===== src/rtl/uart_tx_arbiter.sv =====
// -----------------------------------------------------------------------------
// uart_tx_arbiter
//
// Shares a single uart_tx byte transmitter between NUM_REQ byte sources.
// Each source offers bytes with valid/ready; a source keeps the transmitter
// for a whole frame, which ends with the byte flagged by req_last. Frames are
// granted round-robin. Every byte offered to uart_tx is followed by one
// guard cycle with tx_data_valid low so the transmitter can drop its ready.
//
// Optional feature (macro UART_ARB_TAG_EN): after each grant a header byte
// 8'h41 + grant_id ('A', 'B', ...) is sent ahead of the first payload byte.
// The header is skipped when a requester whose lock just timed out is
// granted again straight away, since it is continuing the same frame.
//
// Ports:
//   clk            system clock
//   rst_n          asynchronous active-low reset
//   req_data       byte from requester i at bits [8i+7:8i]
//   req_valid      requester i has a byte
//   req_last       byte from requester i ends its frame
//   req_ready      byte from requester i accepted this cycle
//   tx_data        byte to uart_tx
//   tx_data_valid  byte offer to uart_tx
//   tx_data_ready  uart_tx able to accept
//   grant_id       index of current or last granted requester
//   busy           frame in progress (state != IDLE)
//
// State | meaning
//   IDLE  | waiting for any req_valid, picks round-robin winner
//   TAG   | (UART_ARB_TAG_EN only) loads header byte for the new grant
//   LOAD  | accepting next byte from the granted requester, timeout runs
//   SEND  | offering tx_data until uart_tx takes it
//   GUARD | one cycle with valid low, then end frame or fetch next byte
// -----------------------------------------------------------------------------
module uart_tx_arbiter #(
    parameter int NUM_REQ      = 4,
    parameter int ID_W         = 2,
    parameter int LOCK_TIMEOUT = 1024
) (
    input  logic                 clk,
    input  logic                 rst_n,
    input  logic [NUM_REQ*8-1:0] req_data,
    input  logic [NUM_REQ-1:0]   req_valid,
    input  logic [NUM_REQ-1:0]   req_last,
    output logic [NUM_REQ-1:0]   req_ready,
    output logic [7:0]           tx_data,
    output logic                 tx_data_valid,
    input  logic                 tx_data_ready,
    output logic [ID_W-1:0]      grant_id,
    output logic                 busy
);

    // Counter runs 0..LOCK_TIMEOUT-1; the cycle it sits at the top value
    // without a byte is the last idle cycle before the lock is dropped.
    localparam int TMO_W = (LOCK_TIMEOUT > 2) ? $clog2(LOCK_TIMEOUT) : 1;
    localparam logic [TMO_W-1:0] TMO_LAST = TMO_W'(LOCK_TIMEOUT - 1);

    typedef enum logic [2:0] {
        ST_IDLE  = 3'd0,
`ifdef UART_ARB_TAG_EN
        ST_TAG   = 3'd4,
`endif
        ST_LOAD  = 3'd1,
        ST_SEND  = 3'd2,
        ST_GUARD = 3'd3
    } state_t;

    state_t            state_q, state_d;
    logic [ID_W-1:0]   grant_id_q, grant_id_d;
    logic [ID_W-1:0]   ptr_q, ptr_d;
    logic [7:0]        tx_data_q, tx_data_d;
    logic              last_q, last_d;
    logic [TMO_W-1:0]  tmo_q, tmo_d;
`ifdef UART_ARB_TAG_EN
    logic              tmo_rel_q, tmo_rel_d;
`endif

    logic              win_found;
    logic [ID_W-1:0]   win_id;
    logic [7:0]        sel_byte;
    logic              sel_valid;
    logic              sel_last;
    logic [ID_W-1:0]   nxt_ptr;

    // Round-robin winner: first pass covers indices at or above the pointer,
    // second pass wraps around to the ones below it.
    always_comb begin
        win_found = 1'b0;
        win_id    = '0;
        for (int j = 0; j < NUM_REQ; j++) begin
            if (!win_found && req_valid[j] && (j >= int'(ptr_q))) begin
                win_found = 1'b1;
                win_id    = ID_W'(j);
            end
        end
        for (int j = 0; j < NUM_REQ; j++) begin
            if (!win_found && req_valid[j] && (j < int'(ptr_q))) begin
                win_found = 1'b1;
                win_id    = ID_W'(j);
            end
        end
    end

    // Granted requester's lane, selected with constant indices only.
    always_comb begin
        sel_byte  = 8'h00;
        sel_valid = 1'b0;
        sel_last  = 1'b0;
        for (int j = 0; j < NUM_REQ; j++) begin
            if (grant_id_q == ID_W'(j)) begin
                sel_byte  = req_data[8*j +: 8];
                sel_valid = req_valid[j];
                sel_last  = req_last[j];
            end
        end
    end

    always_comb begin
        if (int'(grant_id_q) == NUM_REQ - 1) begin
            nxt_ptr = '0;
        end else begin
            nxt_ptr = grant_id_q + 1'b1;
        end
    end

    always_comb begin
        req_ready = '0;
        for (int j = 0; j < NUM_REQ; j++) begin
            if ((state_q == ST_LOAD) && (grant_id_q == ID_W'(j))) begin
                req_ready[j] = req_valid[j];
            end
        end
    end

    always_comb begin
        state_d    = state_q;
        grant_id_d = grant_id_q;
        ptr_d      = ptr_q;
        tx_data_d  = tx_data_q;
        last_d     = last_q;
        tmo_d      = tmo_q;
`ifdef UART_ARB_TAG_EN
        tmo_rel_d  = tmo_rel_q;
`endif
        case (state_q)
            ST_IDLE: begin
                if (win_found) begin
                    grant_id_d = win_id;
                    tmo_d      = '0;
`ifdef UART_ARB_TAG_EN
                    tmo_rel_d  = 1'b0;
                    if (tmo_rel_q && (win_id == grant_id_q)) begin
                        state_d = ST_LOAD;
                    end else begin
                        state_d = ST_TAG;
                    end
`else
                    state_d    = ST_LOAD;
`endif
                end
            end
`ifdef UART_ARB_TAG_EN
            ST_TAG: begin
                tx_data_d = 8'h41 + 8'(grant_id_q);
                last_d    = 1'b0;
                state_d   = ST_SEND;
            end
`endif
            ST_LOAD: begin
                if (sel_valid) begin
                    tx_data_d = sel_byte;
                    last_d    = sel_last;
                    tmo_d     = '0;
                    state_d   = ST_SEND;
                end else if (tmo_q == TMO_LAST) begin
                    tmo_d     = '0;
                    ptr_d     = nxt_ptr;
                    state_d   = ST_IDLE;
`ifdef UART_ARB_TAG_EN
                    tmo_rel_d = 1'b1;
`endif
                end else begin
                    tmo_d = tmo_q + 1'b1;
                end
            end
            ST_SEND: begin
                // No timeout here: a stalled uart_tx is waited on forever.
                if (tx_data_ready) begin
                    state_d = ST_GUARD;
                end
            end
            ST_GUARD: begin
                if (last_q) begin
                    ptr_d   = nxt_ptr;
                    state_d = ST_IDLE;
                end else begin
                    state_d = ST_LOAD;
                end
            end
            default: begin
                state_d = ST_IDLE;
            end
        endcase
    end

    always_ff @(posedge clk or negedge rst_n) begin
        if (!rst_n) begin
            state_q    <= ST_IDLE;
            grant_id_q <= '0;
            ptr_q      <= '0;
            tx_data_q  <= 8'h00;
            last_q     <= 1'b0;
            tmo_q      <= '0;
`ifdef UART_ARB_TAG_EN
            tmo_rel_q  <= 1'b0;
`endif
        end else begin
            state_q    <= state_d;
            grant_id_q <= grant_id_d;
            ptr_q      <= ptr_d;
            tx_data_q  <= tx_data_d;
            last_q     <= last_d;
            tmo_q      <= tmo_d;
`ifdef UART_ARB_TAG_EN
            tmo_rel_q  <= tmo_rel_d;
`endif
        end
    end

    assign tx_data       = tx_data_q;
    assign tx_data_valid = (state_q == ST_SEND);
    assign grant_id      = grant_id_q;
    assign busy          = (state_q != ST_IDLE);

endmodule


===== config.mk =====
export PLATFORM = sky130hd
export DESIGN_NAME = uart_tx_arbiter
export DESIGN_NICKNAME = d
export VERILOG_FILES = /design/src/rtl/uart_tx_arbiter.sv
export SDC_FILE = /design/constraint.sdc
export NUM_CORES = 1
export LEC_CHECK = 0
export BUFFER_PORTS_ARGS = -buffer_cell sky130_fd_sc_hd__buf_4
export CAP_MARGIN = 20
export CORE_ASPECT_RATIO = 1.25
export CORE_MARGIN = 4
export CORE_UTILIZATION = 50
export CTS_CLUSTER_SIZE = 8
export DETAILED_ROUTE_END_ITERATION = 10
export PLACE_DENSITY = 0.86
export RECOVER_POWER = 50
export REMOVE_ABC_BUFFERS = 1
export SYNTH_ARGS = -nofsm -noshare
export SYNTH_HDL_FRONTEND = slang
export SYNTH_SLANG_ARGS = --single-unit

===== constraint.sdc =====
create_clock -name clk -period 2.9 [get_ports clk]
set_input_delay 0.29 -clock clk [delete_from_list [all_inputs] [get_ports clk]]
set_output_delay 0.29 -clock clk [all_outputs]
set_load 0.02 [all_outputs]

# Word level (Yosys, flattened, before mapping)

Index checks and enable logic that the tools add are counted.

Reductions and logical operators: 32
Equality and inequality tests: 14
Mux-type cells: 44
Add/subtract/negate cells: 2
Magnitude comparators: 6

Operator list:

| operator                                                                     | number |
|---|---|
| 8-bit two-way mux                                                            | 4 |
| 10-bit two-way mux                                                           | 3 |
| 1-bit two-way mux                                                            | 21 |
| 10-bit case mux with 2 select lines                                          | 1 |
| 2-bit two-way mux                                                            | 9 |
| 1-bit logical AND                                                            | 16 |
| 3-bit two-way mux                                                            | 4 |
| 3-bit case mux with 4 select lines                                           | 1 |
| 10-bit by 1-bit adder with 10-bit output (second input constant)             | 1 |
| 10-bit == test (second input constant)                                       | 1 |
| 3-bit by 2-bit == test with 1-bit output (second input constant)             | 2 |
| 1-bit logical NOT                                                            | 6 |
| 2-bit != test (second input constant)                                        | 3 |
| 2-bit AND reduction                                                          | 3 |
| 2-bit by 1-bit == test with 1-bit output (second input constant)             | 2 |
| 2-bit == test (second input constant)                                        | 2 |
| 1-bit by 2-bit >= comparator with 1-bit output (first input constant)        | 2 |
| 1-bit by 2-bit less-than comparator with 1-bit output (first input constant) | 2 |
| 2-bit by 1-bit != test with 1-bit output (second input constant)             | 2 |
| 2-bit case mux with 2 select lines                                           | 1 |
| 4-bit AND reduction                                                          | 1 |
| 2-bit nonzero test                                                           | 2 |
| 3-bit by 1-bit == test with 1-bit output (second input constant)             | 1 |
| 3-bit logical NOT                                                            | 1 |
| 7 further kinds                                                              | 7 |

Flip-flop bits (word level): 26
Word-level logic and storage cells: 104

# Logic depth before layout (Yosys ltp)

Gate-level depths: netlist of run 1.

Depth in word-level cells: 28
Depth in mapped cells: 7
Gate-level depth less buffers: 6

# Worst setup path after synthesis of run 1

OpenSTA, ideal clock, no wires.

Path type: flip-flop to flip-flop
Start: reg grant_id_q[1], in the netlist grant_id[1]
End: reg last_q
Required time: 2.775 ns
Arrival time: 2.132 ns
Stages on the path, launching flop included: 8
Buffers on the path: 1
Setup time: 0.125 ns
Setup slack: 0.643 ns
Cell sequence: dfrtp_1 inv_1 ha_1 nand3b_1 a221o_1 or3b_1 buf_6 mux2_4

Longest elaborated chain between the ends: 6
Elaborated cells on any way between the ends: 13
Classes of those cells: eq/ne (3); mux (8); reduce/logical (2)

RTL lines:

| item                           | RTL line | text |
|---|---|---|
| start: declaration             | 69       | `logic [ID_W-1:0] grant_id_q, grant_id_d;` |
| start signal: assignment       | 219      | `grant_id_q <= grant_id_d;` |
| 2-bit logical NOT              | 110      | `if (grant_id_q == ID_W'(j)) begin` |
| 1-bit two-way mux (4 in a row) | 110      |  |
| 2-bit AND reduction (no line)  | n/a      |  |
| end signal: assignment         | 222      | `last_q <= last_d;` |
| end: declaration               | 72       | `logic last_q, last_d;` |

Parallel ways exist; a longest one is shown, timed or not.
A chain may end at the register's enable or synchronous reset.

# Worst setup path after layout of run 1

Start: reg grant_id_q[1], in the netlist grant_id[1]
End: reg tx_data_q[7], in the netlist tx_data[7]

Longest elaborated chain between the ends: 6
Elaborated cells on any way between the ends: 13
Classes of those cells: eq/ne (3); mux (8); reduce/logical (2)

RTL lines:

| item                           | RTL line | text |
|---|---|---|
| 2-bit logical NOT              | 110      |  |
| 1-bit two-way mux (4 in a row) | 110      |  |
| 2-bit AND reduction (no line)  | n/a      |  |
| end signal: assignment         | 221      | `tx_data_q <= tx_data_d;` |
| end: declaration               | 71       | `logic [7:0] tx_data_q, tx_data_d;` |

Parallel ways exist; a longest one is shown, timed or not.

==> run summary, run 1 <==
The run finished with clean final reports. The count of unique library cells instantiated by Yosys is 41. The area taken by multi-input logic gates came out at 990 sq um. The number of global-route vias before repair is 1557. After detailed routing, the total wire length is a little over 4000 um. The count of synthesis-stage warnings from yosys is 0. The post-placement worst setup slack came out at around 0.38 ns. The total I/O pin count came out at 59. The number of iterations in the first detailed-routing pass came out at 4. The number of cell rows is 23. In this run, the number of DRC markers left after iteration 0 of detailed routing was 48. The most common cell after layout, fill and taps aside is sky130_fd_sc_hd__buf_4. The number of pins exceeding their max-slew limit in the final report is 0. The final sum of negative setup slack is 0 ns. The setup slack of the critical path after layout is 0.366 ns. Along the worst path, the maximum fanout reaches 14.

After detailed routing, the number of remaining DRC violations is 0. Dividing the final minimum period by the clock period gives 87.4%. For this run, the total global-route usage over all layers was measured as 20.1%. Setup violations remaining at the end of the flow were counted as 0. The quantity of I/O buffers inserted on ports came out at 58. The critical path data arrival time is 2.69 ns. The worst IR drop on VDD came out at ~0.66 mV.

In the synthesized netlist the dominant register cell turns out to be sky130_fd_sc_hd__dfrtp_1. Power comes to 1.95 mW. The floorplan step defined a die boundary enclosing roughly 4400 sq um. The detailed-route vias per instance is slightly below 6. The number of hold violations in the final report came out at 0. The count of H-tree levels built during CTS is 1.

STA puts the critical path data required time at 3.06 ns. The clock edge transition at the registers on the reported setup and hold paths is 0.08 ns. The placer congestion estimate came out at 0.820.

The worst path needs 2.53 ns of the cycle, external delays included. The tightest min-delay check is of the in -> reg type. The effective utilization at floorplan came out at between 50% and 60%.

TritonCTS built the clock tree. The total of flip-flops plus latches after synthesis came out at 25. Dividing total power by cell area gives a power density of between 800 and 900 nW/um^2. The detailed placement HPWL is 3170 um. The finished layout holds approximately 280 standard cells, fillers aside.

The worst pin sits at a relative slew slack of 13.0%. The critical path launch point type is a flip-flop. The slew of the pin with the lowest slew margin is 1.30 ns.

The residual overflow from global routing is 0. The final core area utilization is 67.5%. The clock skew came out at 0.00208 ns. The post-route netlist has 28.9% of its cells at a drive strength greater than 1. The via count came out at between 1500 and 2000.

The layout-stage area growth over the synthesis result came out at 28.6%. After floorplanning, the core was sized to cover 3220 sq um. The max-cap violation count came out at 0. The sequential standard cell area came out at 626 sq um. The initial antenna violation count was 0.

After the last flow step, the layout net total stands at 288. In the layout the commonest cells are 53 x sky130_fd_sc_hd__buf_4, 25 x sky130_fd_sc_hd__dfrtp_1, 22 x sky130_fd_sc_hd__nand2_1. The global-route wire length before repair came out at 6880 um. For this run, the top clock speed supported by timing is 0.395 GHz. The number of diodes is 0. In this run, synthesis inferred 0 flip-flops with an integrated enable. The gate count of the mapped netlist is 183. The critical path class is reg -> reg.

The sequential cell area fraction in the yosys report is 37.0%. The floorplan die width is ~60 um. The wire length per cell came out at 14.6 um.

In this run the mean area of a mapped cell was 9.24 sq um. The die span in y came out at 73.0 um. The largest net degree at the start of global routing is 26. The proportion of synthesized flip-flops having asynchronous set or reset is 100%. Setup repair after global routing left no endpoint under its margin. The number of fillers in the final layout came out at 281.

For this design, the sink count on the clock tree is 25. The insertion delay to the later sink of the worst-skew pair is ~0.27 ns. In this run the clock root is driven by a sky130_fd_sc_hd__clkbuf_8. The largest buffer count on any clock path is 2. The cell area after synthesis came out at 1690 sq um. The worst setup path is captured at a flip-flop. The remaining antenna violation count is 0. The reported leakage power is between 1 and 1.5 nW. The cell count after placement is between 200 and 300. Buffers inserted during clock tree synthesis total 3.
[synth_stat cells, types with 2 or more instances]
cell	instances	area, sq um
sky130_fd_sc_hd__o211ai_1	3	22.5
sky130_fd_sc_hd__mux2i_1	2	20.0
sky130_fd_sc_hd__a31oi_1	6	37.5
sky130_fd_sc_hd__dfrtp_1	25	626
sky130_fd_sc_hd__a211oi_1	3	22.5
sky130_fd_sc_hd__a221oi_1	8	70.1
sky130_fd_sc_hd__clkbuf_1	10	37.5
sky130_fd_sc_hd__nand4_1	4	25.0
sky130_fd_sc_hd__inv_1	6	22.5
sky130_fd_sc_hd__or3_1	2	12.5
sky130_fd_sc_hd__o21ai_0	7	35.0
sky130_fd_sc_hd__nor2b_1	12	75.1
sky130_fd_sc_hd__nor2_1	6	22.5
sky130_fd_sc_hd__mux2_4	9	135
sky130_fd_sc_hd__nand2b_1	3	18.8
sky130_fd_sc_hd__mux2_2	2	22.5
sky130_fd_sc_hd__and3_1	8	50.1
sky130_fd_sc_hd__nand2_1	22	82.6
sky130_fd_sc_hd__a221o_1	2	20.0
sky130_fd_sc_hd__nand3b_1	4	30.0
sky130_fd_sc_hd__nand3_1	7	35.0
sky130_fd_sc_hd__o31ai_1	9	67.6
sky130_fd_sc_hd__ha_1	5	62.6
[layer usage]
layer	routed length [um]	track usage (%)	up-vias
met2	1960	34.3	60
met3	295	3.72	5
met1	1730	25.8	754
met5	0	0	-
li1	-	-	788
met4	45	5.17	0
[final timing paths]
kind | startpoint | endpoint | slack [ns] | depth (start not counted)
hold / removal | req_data[26] | tx_data[2] | 0.35 | 4
setup reg to reg | grant_id[1] | tx_data[7] | 0.37 | 6
max in group asynchronous | rst_n | tx_data[1] | 1.30 | 2
hold reg to reg | tx_data[3] | tx_data[3] | 0.52 | 1
setup / recovery | grant_id[1] | tx_data[7] | 0.37 | 6
min in group asynchronous | rst_n | tmo_q[0] | 0.83 | 2
[per-stage QoR]
step	hold WS [ns]	instance area, sq um
after global placement	0.208	2150
after floorplan	-0.00559	1640
after detailed placement	0.211	2150
final	0.352	2170
after CTS	0.350	2210
after global routing	0.354	2170
[cell families (layout without fill, tap and decap cells)]
kind of cell	Yosys count	after routing	synth area share [%]
compound gates	43	43	18.5
xor+xnor	1	1	0.518
fa+ha+maj	5	5	3.70
buf+inv	18	74	4.44
flops	25	25	37.0
mux	14	14	11.2
simple gates	77	77	24.6
[power by group]
group | internal, mW | switching [mW] | leakage [nW]
Combinational | 0.554 | 0.609 | 0.666
Clock | 0.0983 | 0.106 | 0.0228
Sequential | 0.464 | 0.119 | 0.323
[area by class of cell]
class	instances	share of cell area (%)
Multi-Input combinational cell	140	45.5
Sequential cell	25	28.8
Timing Repair Buffer	63	20.3
Tap cell	37	2.13
Clock buffer	4	2.07
Inverter	7	1.21
[sequential cells by signal, summed over array words and instances (netlist names)]
signal    count
grant_id      2
last_q        1
ptr_q         2
state_q       2
tmo_q        10
tx_data       8
[what timing repair did]
item / in CTS / in global routing
hold buffers: 1 / 0
hold endpoints to repair: 25 / 0
resized for setup: 0 / 0
setup buffers: 0 / 0
[critical path, stage by stage (launching register included)]
cell and delay (ns):
sky130_fd_sc_hd__dfrtp_1 0.43, sky130_fd_sc_hd__inv_1 0.09, sky130_fd_sc_hd__ha_1 0.43, sky130_fd_sc_hd__a211oi_1 0.13, sky130_fd_sc_hd__a221o_1 0.32, sky130_fd_sc_hd__or3b_1 0.63, sky130_fd_sc_hd__mux2_4 0.39
Power figures use the tool's default switching activity.
==> inputs of run 2 (changes only) <==
- ABC_AREA: unset -> 1
- REMOVE_ABC_BUFFERS: 1 -> unset
==> run 2 against run 1 <==
- clock-buffer cell count fell by 1
- hold slack got worse by 0.032 ns
- global-route usage rose by 0.94 points
- clock skew rose by 0.0045 ns
- highest routed layer unchanged
- sequential share of layout area rose by 0.18 points
- first-iteration DRC count rose by 71%
- worst setup slack improved by 0.49 ns
- synthesized cell count rose by 28%
==> run summary, run 2 <==
The tightest min-delay check is of the in -> reg type. The clock edge transition at the registers on the reported setup and hold paths came out at 0.09 ns. The sequential cell area fraction in the yosys report came out at between 30% and 40%. The setup slack of the critical path after layout is 0.854 ns. The number of global-route vias before repair came out at 1669. The die covers 4380 sq um. The largest buffer count on any clock path came out at 2. The via count is 1687. In the layout the commonest cells are 64 x sky130_fd_sc_hd__nand2_1, 50 x sky130_fd_sc_hd__buf_4, 25 x sky130_fd_sc_hd__dfrtp_1. The non-filler instance count after layout is 328.

The number of setup buffers added after CTS came out at 0. The floorplan die width came out at 60.0 um. The wire length per cell came out at 12.8 um. Once detailed placement completed, the half-perimeter wirelength came to 3360 um. The layout-stage area growth over the synthesis result came out at 27.9%. At the end of routability-driven placement, the weighted congestion stood at roughly 0.90. Cell internal power was estimated by the tool at 929 uW.

The net switching power is 892 uW. The areal power density over the cells is 842 nW/um^2. The largest individual stage delay along the critical path comes from the cell sky130_fd_sc_hd__dfrtp_1. The number of diodes is 0. The slew of the pin with the lowest slew margin is 1.30 ns. The cell area after placement is 2140 sq um.

The number of clock sinks is 25. The met3 routed wirelength is between 200 and 300 um. The flip-flop count of the largest register after layout is 10. The core area came out at 3220 sq um.

By instance count, the leading cell after synthesis is sky130_fd_sc_hd__nand2_1. The worst hold path passes through 3 cells. The length of routed wiring on met1 came out at 1700 um. The fraction of final layout cells sized beyond drive strength 1 came out at 22.3%. The count of nets after finishing is 340.

The wire length on met2 is 2180 um. Setup repair after global routing left no endpoint under its margin. After layout, the minimum clock period comes to 2.05 ns.

The iteration-0 DRC count of the detailed router is 82. The total I/O pin count is 59. The worst IR drop on VDD came out at 0.602 mV. The largest net degree at the start of global routing is 26.

Leaving out fill and tap cells, the most frequent cell in the layout is sky130_fd_sc_hd__nand2_1. Setup violations remaining at the end of the flow were counted as 0. The switching share of power came out at 49.0%.

Dividing the final minimum period by the clock period gives 70.6%. The share of total power in combinational logic is between 50 and 60%. The synthesized netlist net count is 282.

In this run the tool buffered the top-level ports with 58 buffer cells. The number of cells traversed by the worst register-to-register path is 10. The DRC violations left came out at 0. The count of unique library cells instantiated by Yosys is 25. The analysis attributes to cell leakage a power of roughly 1.1 nW. The number of pins exceeding their max-slew limit in the final report came out at 0. The most frequent cell on the critical path is sky130_fd_sc_hd__nand2_1. STA classifies the critical path startpoint as a flip-flop.

The register share of total power came out at 30.3%. The setup slack on the worst flop-to-flop path came out at 0.85 ns. The clock skew is approximately 0.0066 ns. The cell count after placement is 323. Before antenna repair, the detailed router went through 4 iterations. The cell area after layout came out at about 2200 sq um.

Counting flops with a built-in enable in the synthesized netlist gives 0. The maximum clock rate came out at 0.489 GHz. The effective utilization at floorplan came out at 52.4%. The global-route wire length before repair is 7200 um. The number of hold violations in the final report came out at 0. The total power is between 1.5 and 2 mW. The all-layer global routing usage came out at 21.1%. The worst setup path is of the reg -> reg kind. sky130_fd_sc_hd__dfrtp_1 takes more of the synthesized area than any other cell. The insertion delay to the later sink of the worst-skew pair is about 0.26 ns. The critical path goes through inv_1 -> ha_1 -> inv_2 -> nand2_1 -> nand2_1 -> nand2_1 -> nand2_2 -> nor2_2 -> nand3_1 -> nand2_1. Data on the critical path arrives at its endpoint at 2.25 ns.

The proportion of power drawn by the clock network is between 10% and 20%. The average size of a mapped cell is 7.22 sq um. The share of synthesized area in the top cell type comes to 37.0%.

CTS placed an instance of sky130_fd_sc_hd__clkbuf_8 at the clock tree root. On the final layout, the worst hold slack is 0.320 ns. In this run the worst path has a maximum fanout of 11. The CTS tree is yes.

The final core area utilization came out at 67.0%. The headroom to the max-slew limit is between 10% and 20%. The proportion of synthesized flip-flops having asynchronous set or reset came out at 100%.

Global routing finished with a remaining overflow of 0. The sum of buffers and inverters on the critical path is 2. The dominant synthesized flop cell is sky130_fd_sc_hd__dfrtp_1. The peak per-stage delay on the critical path is 0.45 ns. The run finished with clean final reports. Signal routing reaches up to met4. The worst setup path is captured at a flip-flop. The initial antenna violation count is 0. The number of buffers added by the clock tree synthesis step is 3. In this run the number of H-tree levels came out at 1. The worst path required time came out at 3.11 ns. The register with the most flip-flops in the final layout is tmo_q. Counting flops and latches in the post-synthesis netlist gives 25. Using the TritonRoute via totals, the vias-per-cell ratio works out to 5.14. The detail route stage leaves a number of antenna-violating nets equal to 0.

The critical path crosses 10 cells after its start point. The die span in y is 73.0 um. After floorplanning, the core was divided into 23 placement rows. The cell family with the largest share of critical-path delay is simple AND/OR/NAND/NOR gates. The cell area after synthesis came out at ~1700 sq um. In the synthesized netlist, the number of instances is roughly 230. After synthesis, the most frequently instantiated cells are 64 x sky130_fd_sc_hd__nand2_1, 25 x sky130_fd_sc_hd__dfrtp_1, 23 x sky130_fd_sc_hd__nand3_1, 22 x sky130_fd_sc_hd__nor2_1. The total routed wirelength came out at around 4200 um. After synthesis, the cell types taking the most area are sky130_fd_sc_hd__dfrtp_1 37%, sky130_fd_sc_hd__nand2_1 14%, sky130_fd_sc_hd__nand3_1 6.8%.

The post-placement worst setup slack is ~0.87 ns. The final sum of negative setup slack is 0 ns. The tool flagged a number of max-cap violations equal to 0.

The count of synthesis-stage warnings from yosys is 0.
-- run 2: cell count changes in the layout (fill, tap and decap cells not counted), moves of 6 or more --
cell	before	now
sky130_fd_sc_hd__a21oi_1	1	20
sky130_fd_sc_hd__o21ai_1	0	9
sky130_fd_sc_hd__nand2_1	22	64
sky130_fd_sc_hd__o31ai_1	9	1
sky130_fd_sc_hd__a31oi_1	6	0
sky130_fd_sc_hd__a221oi_1	8	0
sky130_fd_sc_hd__and3_1	8	0
sky130_fd_sc_hd__nor2b_1	12	0
sky130_fd_sc_hd__nand3_1	7	23
sky130_fd_sc_hd__nor2_1	6	22
sky130_fd_sc_hd__inv_1	6	20
sky130_fd_sc_hd__mux2i_1	2	9
sky130_fd_sc_hd__xor2_1	1	7
sky130_fd_sc_hd__mux2_4	9	0
-- run 2: layout make-up --
class | count | area (sq um)
clock buffer | 3 | 41.3
clock inverter | 1 | 5.00
fill | 286 | 1060
inverter | 22 | 82.6
multi-input combinational | 180 | 941
sequential | 25 | 626
tap | 37 | 46.3
timing repair buffer | 60 | 419
-- run 2: worst min-delay path, stage by stage --
cell                      delay [ns]
sky130_fd_sc_hd__buf_4          0.07
sky130_fd_sc_hd__mux2i_1        0.05
sky130_fd_sc_hd__o21ai_1        0.13
-- run 2: final timing paths --
path                               from    endpoint
max reg2reg                 grant_id[0]    tmo_q[0]
min reg2reg                  tx_data[5]  tx_data[5]
min                        req_data[27]  tx_data[3]
min in group asynchronous         rst_n    tmo_q[1]
max                         grant_id[0]    tmo_q[0]
max in group asynchronous         rst_n  state_q[1]
-- run 2: routing by layer --
layer | vias to the layer above | track usage [%]
met5 | - | 0
met4 | 0 | 6.40
met3 | 6 | 3.89
met2 | 54 | 37.4
met1 | 755 | 25.2
li1 | 872 | -
-- run 2: timing repair --
action                    4_1_cts  5_1_grt
resized for setup               0        0
hold buffers                    1        0
hold endpoints to repair       25        0
-- run 2: cell families after synthesis --
group | count (synthesis) | synth area share [%]
AND/OR/NAND/NOR | 123 | 32.0
AO/OA/AOI/OAI | 35 | 10.5
buffers and inverters | 29 | 7.26
flip-flops | 25 | 37.0
multiplexers | 9 | 5.33
XOR/XNOR | 8 | 4.15
adder cells (fa/ha/maj) | 5 | 3.70
-- run 2: power by group through the flow --
stage	combinational, mW	sequential, mW	clock, mW
after floorplan	0.722	0.609	0
after global placement	1.09	0.552	0
after detailed placement	1.11	0.556	0
after CTS	1.11	0.551	0.208
after global routing	1.18	0.566	0.221
final	1.07	0.551	0.202
